<file path="config.mk">
export PLATFORM = sky130hd
export DESIGN_NAME = qam_byte_tx
export DESIGN_NICKNAME = d
export VERILOG_FILES = /design/src/rtl/qam_byte_tx.sv
export SDC_FILE = /design/constraint.sdc
export NUM_CORES = 1
export LEC_CHECK = 0
export CORE_UTILIZATION = 45
export DETAILED_ROUTE_END_ITERATION = 12
export PLACE_DENSITY_LB_ADDON = 0.12
export SYNTH_ARGS = -nofsm -noshare
export SYNTH_HDL_FRONTEND = slang
export SYNTH_SLANG_ARGS = --single-unit
export TNS_END_PERCENT = 30
</file>
<file path="constraint.sdc">
create_clock -name clk -period 4.85 [get_ports clk]
set_input_delay 0.7275 -clock clk [delete_from_list [all_inputs] [get_ports clk]]
set_output_delay 0.7275 -clock clk [all_outputs]
set_load 0.01 [all_outputs]
</file>
<file path="src/rtl/qam_byte_tx.sv">
// Framed QAM-4 byte transmitter: fixed preamble, then four 2-bit symbols per byte,
// each held for SYM_LEN samples of a 16-sample sin/cos carrier.
module qam_byte_tx #(
  parameter int unsigned SYM_LEN       = 16,
  parameter int unsigned PREAMBLE_SYMS = 8
) (
  input  logic       clk,
  input  logic       rst,
  input  logic       sample_en,
  input  logic [7:0] in_data,
  input  logic       in_valid,
  input  logic       in_last,
  output logic       in_ready,
  output logic [7:0] sample_out,
  output logic       sample_valid,
  output logic [1:0] sym_out,
  output logic       busy,
  output logic       underrun
);
  localparam int unsigned    SCW      = (SYM_LEN > 1) ? $clog2(SYM_LEN) : 1;
  localparam logic [SCW-1:0] SYM_LAST = SCW'(SYM_LEN - 1);
  localparam logic [7:0]     PRE_LAST = 8'(PREAMBLE_SYMS - 1);

  typedef enum logic [1:0] {IDLE, PREAMBLE, DATA} state_t;
  state_t state, state_nx;

  logic [3:0]     p;
  logic [SCW-1:0] sym_cnt;
  logic [7:0]     pre_cnt;
  logic [1:0]     byte_sym;
  logic [7:0]     shift;
  logic           cur_last;
  logic           filler;
  logic [7:0]     hold_data;
  logic           hold_last;
  logic           full;
  logic           boundary;
  logic           load;
  logic [1:0]     sym;
  logic [7:0]     sample_d;

  function automatic logic signed [8:0] sin9(input logic [3:0] ph);
    logic signed [8:0] q;
    q = 9'sd0;
    case (ph)
      4'd1, 4'd7, 4'd9,  4'd15: q = 9'sd24;
      4'd2, 4'd6, 4'd10, 4'd14: q = 9'sd45;
      4'd3, 4'd5, 4'd11, 4'd13: q = 9'sd58;
      4'd4, 4'd12:              q = 9'sd63;
      default:                  q = 9'sd0;
    endcase
    return ph[3] ? -q : q;
  endfunction

  assign in_ready = ~full;
  assign boundary = sample_en && (sym_cnt == SYM_LAST);

  always_ff @(posedge clk) begin
    if (!rst) state <= IDLE;
    else      state <= state_nx;
  end

  always_comb begin
    state_nx = state;
    load     = 1'b0;
    case (state)
      IDLE:
        if (sample_en && (p == 4'd15) && full) state_nx = PREAMBLE;
      PREAMBLE:
        if (boundary && (pre_cnt == PRE_LAST)) begin
          state_nx = DATA;
          load     = 1'b1;
        end
      DATA:
        // byte_sym parks at 3 through filler symbols, so a filler boundary rechecks like a byte end
        if (boundary && (byte_sym == 2'd3)) begin
          if (cur_last) state_nx = IDLE;
          else          load     = full;
        end
      default: state_nx = IDLE;
    endcase
  end

  always_comb begin
    sym = 2'b00;
    case (state)
      PREAMBLE: sym = pre_cnt[0] ? 2'b00 : 2'b11;
      DATA:     sym = filler ? 2'b00 : shift[7:6];
      default:  sym = 2'b00;
    endcase
    sample_d = '0;
    if (state != IDLE)
      sample_d = 8'((sym[1] ? sin9(p) : -sin9(p)) + (sym[0] ? sin9(p + 4'd4) : -sin9(p + 4'd4)));
  end

  always_ff @(posedge clk) begin
    if (!rst) begin
      p            <= '0;
      sym_cnt      <= '0;
      pre_cnt      <= '0;
      byte_sym     <= '0;
      shift        <= '0;
      cur_last     <= 1'b0;
      filler       <= 1'b0;
      hold_data    <= '0;
      hold_last    <= 1'b0;
      full         <= 1'b0;
      sample_out   <= '0;
      sample_valid <= 1'b0;
      sym_out      <= '0;
      busy         <= 1'b0;
      underrun     <= 1'b0;
    end else begin
      if (in_valid && in_ready) begin
        hold_data <= in_data;
        hold_last <= in_last;
        full      <= 1'b1;
      end else if (load) begin
        full <= 1'b0;
      end
      sample_valid <= sample_en;
      underrun     <= sample_en && (state == DATA) && filler && (sym_cnt == '0);
      if (sample_en) begin
        p          <= p + 4'd1;
        sample_out <= sample_d;
        sym_out    <= sym;
        busy       <= (state != IDLE);
        if ((state == IDLE) || boundary) sym_cnt <= '0;
        else                             sym_cnt <= sym_cnt + SCW'(1);
        if (state == IDLE)                      pre_cnt <= '0;
        else if ((state == PREAMBLE) && boundary) pre_cnt <= pre_cnt + 8'd1;
        if (load) begin
          shift    <= hold_data;
          cur_last <= hold_last;
          byte_sym <= '0;
          filler   <= 1'b0;
        end else if ((state == DATA) && boundary) begin
          if (byte_sym == 2'd3) begin
            filler <= ~cur_last;
          end else begin
            shift    <= {shift[5:0], 2'b00};
            byte_sym <= byte_sym + 2'd1;
          end
        end
      end
    end
  end
endmodule

</file>
; After elaboration in Yosys (flattened, before gate mapping)
; Memories as Yosys holds them, arrays and structs flattened. A register that Yosys moved wholly into a read port is not among the register bits.
; Cells that the tools add are included.
[totals]
register_bits = 53
mem_bits_ro = 384
in_bits = 13
out_inout_bits = 14
mem_count = 4
[op_classes]
n_addsub = 12
eq_ne = 11
mux = 41
n_bitwise = 2
n_reduce_logical = 24
[mem_list]
columns = name, words, width, rd, rd_ports_with_merged_regs, write_ports, line_no
row1 = (no name shown), 16, 6, 1, 1, 0, 45  ; case (ph)
row2 = (no name shown), 16, 6, 1, 1, 0, 45
row3 = (no name shown), 16, 6, 1, 0, 0, 45
row4 = (no name shown), 16, 6, 1, 0, 0, 45
[ops]
columns = cell, n
row1 = 8-bit 2-to-1 mux, 16
row2 = 8-bit negator, 6
row3 = 4-bit 2-to-1 mux, 5
row4 = 2-bit 2-to-1 mux, 9
row5 = 1-bit logical AND, 11
row6 = "2-bit != test, second input constant", 5
row7 = 2-bit nonzero test, 5
row8 = "4-bit by 1-bit adder with 4-bit output, second input constant", 2
row9 = "8-bit by 1-bit adder with 8-bit output, second input constant", 1
row10 = 8-bit adder, 1
row11 = "4-bit == test, second input constant", 2
row12 = "8-bit by 3-bit == test with 1-bit output, second input constant", 1
row13 = 1-bit 2-to-1 mux, 8
row14 = 2-bit one-hot mux with 3 select lines, 1
row15 = 3-bit AND reduction, 2
row16 = "4-bit by 3-bit adder with 4-bit output, second input constant", 1
row17 = "2-bit == test, second input constant", 2
row18 = 4-bit logical NOT, 1
row19 = 2-bit one-hot mux with 2 select lines, 1
row20 = 2-bit AND reduction, 2
row21 = 4-bit AND reduction, 1
row22 = "2-bit by 1-bit adder with 2-bit output, second input constant", 1
row23 = "2-bit by 1-bit == test with 1-bit output, second input constant", 1
row24 = 2-bit logical NOT, 1
row25 = other kinds (3), 4

; Longest topological paths before layout
; Gate-level depths: netlist (run 1).
; An unclocked memory read counts as a cell.
[logic_depth]
ltp_word = 9
ltp_mapped = 17
ltp_nobuf = 17

; Worst setup path after synthesis (run 1)
; No wires, ideal clock.
[synth_path]
path_kind = register to register
startpoint = register p[0]
endpoint = register sample_out[7]
setup_time_ns = 0.138
t_arrival_ns = 3.093
required_time_ns = 4.712
path_slack_ns = 1.620
stages_incl_launch_ff = 17
synth_period_minus_slack_ns = 3.230
cell_sequence = dfxtp_1 -> inv_1 -> ha_1 -> a21o_1 -> inv_1 -> ha_1 -> or3b_1 -> o21ai_0 -> xnor2_1 -> a21oi_1 -> o31ai_1 -> xor2_1 -> ha_1 -> o311ai_0 -> nor2b_1 -> xnor2_1 -> o22ai_1
[synth_between]
elab_chain_cells = 9
[synth_rtl]
columns = element, line_no
row1 = start: declaration, 27  ; logic [3:0] p;
row2 = start signal: assignment, 124  ; p <= p + 4'd1;
row3 = 4-bit by 3-bit adder with 4-bit output (*), 93  ; sample_d = 8'((sym[1] ? sin9(p) : -sin9(p)) + (sym[0] ? sin9(p + 4'd4) : -sin9(p + 4'd4)));
row4 = memory read 16 x 6 bit, -
row5 = 8-bit 2-to-1 mux, 92  ; if (state != IDLE)
row6 = 8-bit negator, 52  ; return ph[3] ? -q : q;
row7 = 8-bit 2-to-1 mux, 52
row8 = 8-bit negator, 93
row9 = 8-bit 2-to-1 mux (*), 93
row10 = 8-bit adder (*), 93
row11 = 8-bit 2-to-1 mux (*), 92
row12 = end signal: assignment, 125  ; sample_out <= sample_d;
row13 = end: declaration, 14  ; output logic [7:0] sample_out,
; Every way passes the cells marked *; elsewhere a longest branch is shown, timed or not. The select of a mux whose other input is x is not followed.
; A chain may end at the register's enable or synchronous reset.

; Worst setup path after layout (run 1)
; Same ends and word-level chain as after synthesis.

==> metrics.txt, run 1 <==
DR WL/cell=13.7 um; Non-Filler Instances=528; Critical Path RT=5.08 ns; Slew @ Worst Pin=0.904 ns; GRT overflow=0; final instance area=4020 um^2; post-layout util=54.5%; fraction of registers with async set/reset=0%; Clock Latency Late Sink=0.34 ns; RSZ-0062 raised after global routing=false; layout cell share with drive strength beyond 1=6.76%; synth warn=0; FMAX=0.279 GHz; Post-DRT Antenna Nets=0; PwrDens=291 nW/um^2; FF+latch count, synth=58; die area=8120 um^2; Total Routed Length=7230 um; post-CTS setup buffers=0; Hold Path Sink=shift[1]; hold crit path type=reg2reg; critical hold path startpoint=hold_data[1]; clock root buffer=clkbuf_8; global-route wire length before repair=12600 um; CTS Buf Count=9; Final Hold Fails=0; largest net degree at the start of global routing=28; Filler cells=701; R2R setup slack=1.26 ns; total negative setup slack=0 ns; Worst-path clk slew=0.07 ns; Core ar.=7370 um^2; Layout Skew=0.00836 ns; maxcap violations=0; number of H-tree levels=3; initial antenna violation count=0; Post-DP Area=3830 um^2; post-place setup slack=1.29 ns; synthesized area per cell=8.73 um^2; DRC errors left=0; met3 Use GR=5.33%; CTS Hold Bufs=0; FF-to-FF End=sample_out[7]; area delta synth->final=15.0%; CP startpoint kind=register; CP Max Fanout=8; Setup-failing EPs final=0; DRT iter0 DRCs=60; unique cell type count in the Yosys netlist=53; Clock Sinks=58; Post-synth EDFFs=0; GR Layer Usage met2=31.9%; Pwr Total=1.17 mW; NumNets Final=466; r2r startpoint=p[0]; period utilisation layout=74.0%; Detailed Routing Iterations Pass 1=4; die width=90.1 um; Netlist Area Pre-Place=3490 um^2; fin. max-slew vios=0; Worst EP arrival=3.82 ns; DR vias/cell=5.27; syn_nets=441; Synth Instances=400; Rows=31; I/O pin count=27; run status=finished, final reports clean; Ant. Diodes=0; die height=90.1 um; vias in the first global route=2685; VDD IR max=0.000175 V; Post-CTS Resized=0; placed insts=513; Critical Path Sink Type=register; Initial Utilization=47.4%; GPL Wtd Cong=0.905; CTS tree=built; Leak Pwr=1.59 nW; Primary FF master, synth=dfxtp_1; final hold slack=0.455 ns; Reg2Reg Depth=14; GRT Total Usage=19.4%; setup ws final=1.26 ns; via count=2783; max_slew headroom=39.5%; DP HPWL=5240 um; CTS Buffer Depth=2; IO buf count=26; GR peak layer=met2; M1 GR Usage=24.3%; post-synthesis sequential area ratio=33.2%; critical path type=reg2reg; Worst Hold Depth=2; post-route minimum period=3.59 ns
[cell usage in the layout (no fill, tap or decap), types with 5 or more instances in the layout]
cell | Yosys | layout
a21boi_0 | 11 | 11
a21oi_1 | 11 | 11
nand4_1 | 8 | 8
nor2_1 | 28 | 28
ha_1 | 27 | 27
mux2i_1 | 18 | 18
o31ai_1 | 5 | 5
nand2_1 | 51 | 51
clkbuf_8 | 0 | 10
and2_1 | 6 | 6
mux2_2 | 6 | 6
xnor2_1 | 18 | 18
dfxtp_1 | 58 | 58
o21ai_0 | 14 | 14
xor2_1 | 14 | 14
nor2b_1 | 23 | 23
inv_1 | 20 | 20
clkdlybuf4s50_1 | 0 | 26
[routing by layer]
layer  vias to the layer above  wire (um)
met5                         -          0
met4                         0        127
met3                        12        186
met2                        30       3330
met1                      1308       3590
li1                       1433          -
[critical path, cell delays in order, from the launching register on]
cell,delay [ns]
dfxtp_1,0.49
inv_1,0.13
ha_1,0.26
a21o_1,0.20
inv_1,0.14
ha_1,0.26
mux2i_1,0.22
xnor2_1,0.23
ha_1,0.30
a21o_1,0.17
a311o_1,0.37
o311ai_0,0.29
nor2b_1,0.20
xnor2_1,0.13
o22ai_1,0.08
[layout make-up]
class	instances	area, um^2	share of cell area [%]
Clock buffer	12	145	3.61
Tap cell	99	124	3.08
Timing Repair Buffer	29	283	7.04
Multi-Input combinational cell	307	2190	54.5
Inverter	20	75.1	1.87
Clock inverter	3	40.0	0.997
Sequential cell	58	1160	28.9
[flip-flops by register name, indices dropped and copies added (netlist names), 2 cells and up, named ones only]
signal / count
pre_cnt: 8
state: 2
sym_out: 2
sample_out: 8
byte_sym: 2
sym_cnt: 4
p: 4
hold_data: 8
shift: 8
[kinds of logic after synthesis]
kind of cell / synth area share (%)
buffers and inverters: 4.08
XOR/XNOR: 8.67
adder cells (fa/ha/maj): 10.2
AO/OA/AOI/OAI: 15.3
AND/OR/NAND/NOR: 21.3
multiplexers: 7.09
flip-flops: 33.2
[where the power goes]
part	internal [mW]	switching (mW)	leakage (nW)	total [mW]
clock network	0.247	0.193	0.0962	0.440
registers	0.488	0.0142	0.470	0.503
logic	0.102	0.122	1.02	0.224
total	0.838	0.330	1.59	1.17
[cells in the mapped netlist (all sizes together), types with 5 or more instances]
cell type / instances / area [um^2]
and2: 6 / 37.5
buf: 5 / 30.0
mux2: 6 / 67.6
clkbuf: 10 / 37.5
nand2: 51 / 191
mux2i: 18 / 180
dfxtp: 58 / 1160
inv: 20 / 75.1
nor2: 28 / 105
xnor2: 18 / 158
o21ai: 14 / 70.1
a21oi: 11 / 55.1
xor2: 14 / 123
nor3b: 5 / 48.8
nand4: 8 / 50.1
o31ai: 5 / 37.5
a21boi: 13 / 97.6
ha: 27 / 338
nor2b: 23 / 144
[worst max-delay path by stage]
stage          slack (ns)  depth (start not counted)             to  startpoint
2_1_floorplan        1.62                         16  sample_out[7]        p[0]
5_1_grt              0.98                         14  sample_out[7]        p[0]
6_report             1.26                         14  sample_out[7]        p[0]
3_3_place_gp         1.39                         16  sample_out[7]        p[0]
4_1_cts              1.26                         14  sample_out[7]        p[0]
3_5_place_dp         1.29                         14  sample_out[7]        p[0]
Note: power is estimated with default switching activity, not from simulation.
==> run 2, diff against run 1 <==
==> constraint.sdc (replaced) <==
create_clock -name clk -period 2.9 [get_ports clk]
set_input_delay 0.435 -clock clk [delete_from_list [all_inputs] [get_ports clk]]
set_output_delay 0.435 -clock clk [all_outputs]
set_load 0.01 [all_outputs]
==> run 2 against run 1 <==
Compared with the run above:
- the run now ends with negative setup slack left
- sequential power is 67% higher
- worst setup slack lost 1.4 ns
- final area up 13%
- largest cell class unchanged
- largest power group unchanged
==> metrics.txt, run 2 (synthesis gave the netlist of run 1 again) <==
Ant. Diodes=0; global-route wire length before repair=13300 um; Clock Sinks=58; GPL Wtd Cong=0.840; FMAX=0.332 GHz; run status=complete, but fails checks; Worst EP arrival=3.23 ns; die area=8120 um^2; max_slew headroom=54.4%; Detailed Routing Iterations Pass 1=4; failing checks=negative setup slack; power share of the combinational group=23.9%; RSZ-0062 raised after global routing=true; cell family with most CP delay=compound AO/OA/AOI/OAI gates; DRT iter0 DRCs=80; number of H-tree levels=3; Non-Filler Instances=580; DRC errors left=0; placed insts=561; largest net degree at the start of global routing=26; DR vias/cell=5.12; Rows=31; post-place setup slack=-0.166 ns; maxcap violations=0; CTS Buf Count=9; most common cell after layout, fill and taps aside=dfxtp_1; critical path, cell by cell=inv_4, ha_4, a21o_1, inv_2, ha_4, or3b_4, o21ai_2, xnor2_1, a21oi_2, o31ai_2, xor2_1, ha_1, o311ai_1, nor2b_2, xnor2_1, o22ai_1; hold crit path type=reg2reg; Leak Pwr=1.88 nW; final instance area=4550 um^2; most frequent cells in the layout=dfxtp_1, buf_4, nand2_1; Register Area=1170 um^2; CP Max Fanout=6; sequential share of power=38.4%; Worst-path clk slew=0.07 ns; layout cell share with drive strength beyond 1=22.0%; GRT overflow=0; die height=90.1 um; area delta synth->final=30.3%; setup ws final=-0.111 ns; Slew @ Worst Pin=0.684 ns; Total Routed Length=7580 um; DP HPWL=5610 um; Post-DRT Antenna Nets=0; fin. max-slew vios=0; CTS Hold Bufs=0; period utilisation layout=104%; NumNets Final=517; clock root buffer=clkbuf_8; CTS Buffer Depth=2; internal power=1.59 mW; die width=90.1 um; Final Hold Fails=0; total negative setup slack=-0.140 ns; Critical Path Sink Type=register; Slowest cell on crit path=dfxtp_4; GRT Total Usage=20.3%; Layout Skew=0.00881 ns; Switching Power=0.597 mW; switching power share of the total=27.4%; critical path type=reg2reg; Core ar.=7370 um^2; Buf/Inv on CP=2; vias in the first global route=2967; CP max stage delay=0.40 ns; VDD IR max=0.000218 V; DR WL/cell=13.1 um; CTS tree=built; Initial Utilization=47.4%; PwrDens=480 nW/um^2; IO buf count=26; Setup-failing EPs final=2; CP startpoint kind=register; Clock Latency Late Sink=0.34 ns; post-layout util=61.7%; Filler cells=656; Post-DP Area=4220 um^2; clock power share=37.7%; initial antenna violation count=0; Critical Path RT=3.12 ns; I/O pin count=27; area of the multi-input gates=2290 um^2; post-route minimum period=3.01 ns; via count=2970
==> run 2: cell count changes in the layout (fill, tap and decap cells not counted), sizes merged <==
cell / delta
clkbuf: +1
buf: +51
==> run 2: final cells by class <==
type / instances / area share, %
clock buffer: 13 / 3.96
clock inverter: 3 / 0.962
inverter: 20 / 1.76
multi-input combinational: 307 / 50.3
sequential: 58 / 25.7
tap: 99 / 2.72
timing repair buffer: 80 / 14.6
==> run 2: worst min-delay path: stages, from the launching register on <==
cell and delay [ns]:
dfxtp_1 0.31, nand2_1 0.05, a21boi_1 0.05
==> run 2: worst paths after layout <==
kind	startpoint	endpoint	slack, ns	cells past startpoint
min	hold_data[1]	shift[1]	0.46	2
max	p[1]	sample_out[7]	-0.11	16
max reg2reg	p[1]	sample_out[7]	-0.11	16
min reg2reg	hold_data[1]	shift[1]	0.46	2
==> run 2: power groups by stage <==
stage	Sequential, mW	Combinational [mW]	Clock, mW
6_report	0.838	0.521	0.824
5_1_grt	0.841	0.579	0.877
4_1_cts	0.837	0.500	0.843
3_5_place_dp	0.856	0.481	0
3_3_place_gp	0.855	0.477	0
2_1_floorplan	0.854	0.294	0
==> run 2: timing repair <==
action | 4_1_cts | 5_1_grt
resized for setup | 10 | 12
pin swaps | 8 | 4
gates cloned | 0 | 0
buffers inserted | 2 | 1
endpoints found under the setup margin | 4 | 5
==> run 2: through the flow <==
stage | total power [mW] | hold WS, ns
after CTS | 2.18 | 0.466
final | 2.18 | 0.458
after detailed placement | 1.34 | 0.455
after floorplan | 1.15 | 0.431
after global placement | 1.33 | 0.444
after global routing | 2.30 | 0.487
==> run 2: layer usage <==
| layer | GRT usage (%) | wire (um) | vias up |
|---|---|---|---|
| met2 | 33.3 | 3470 | 44 |
| met5 | 0 | 0 | - |
| met1 | 26.0 | 3720 | 1374 |
| met3 | 4.48 | 267 | 12 |
| li1 | - | - | 1540 |
| met4 | 7.39 | 123 | 0 |
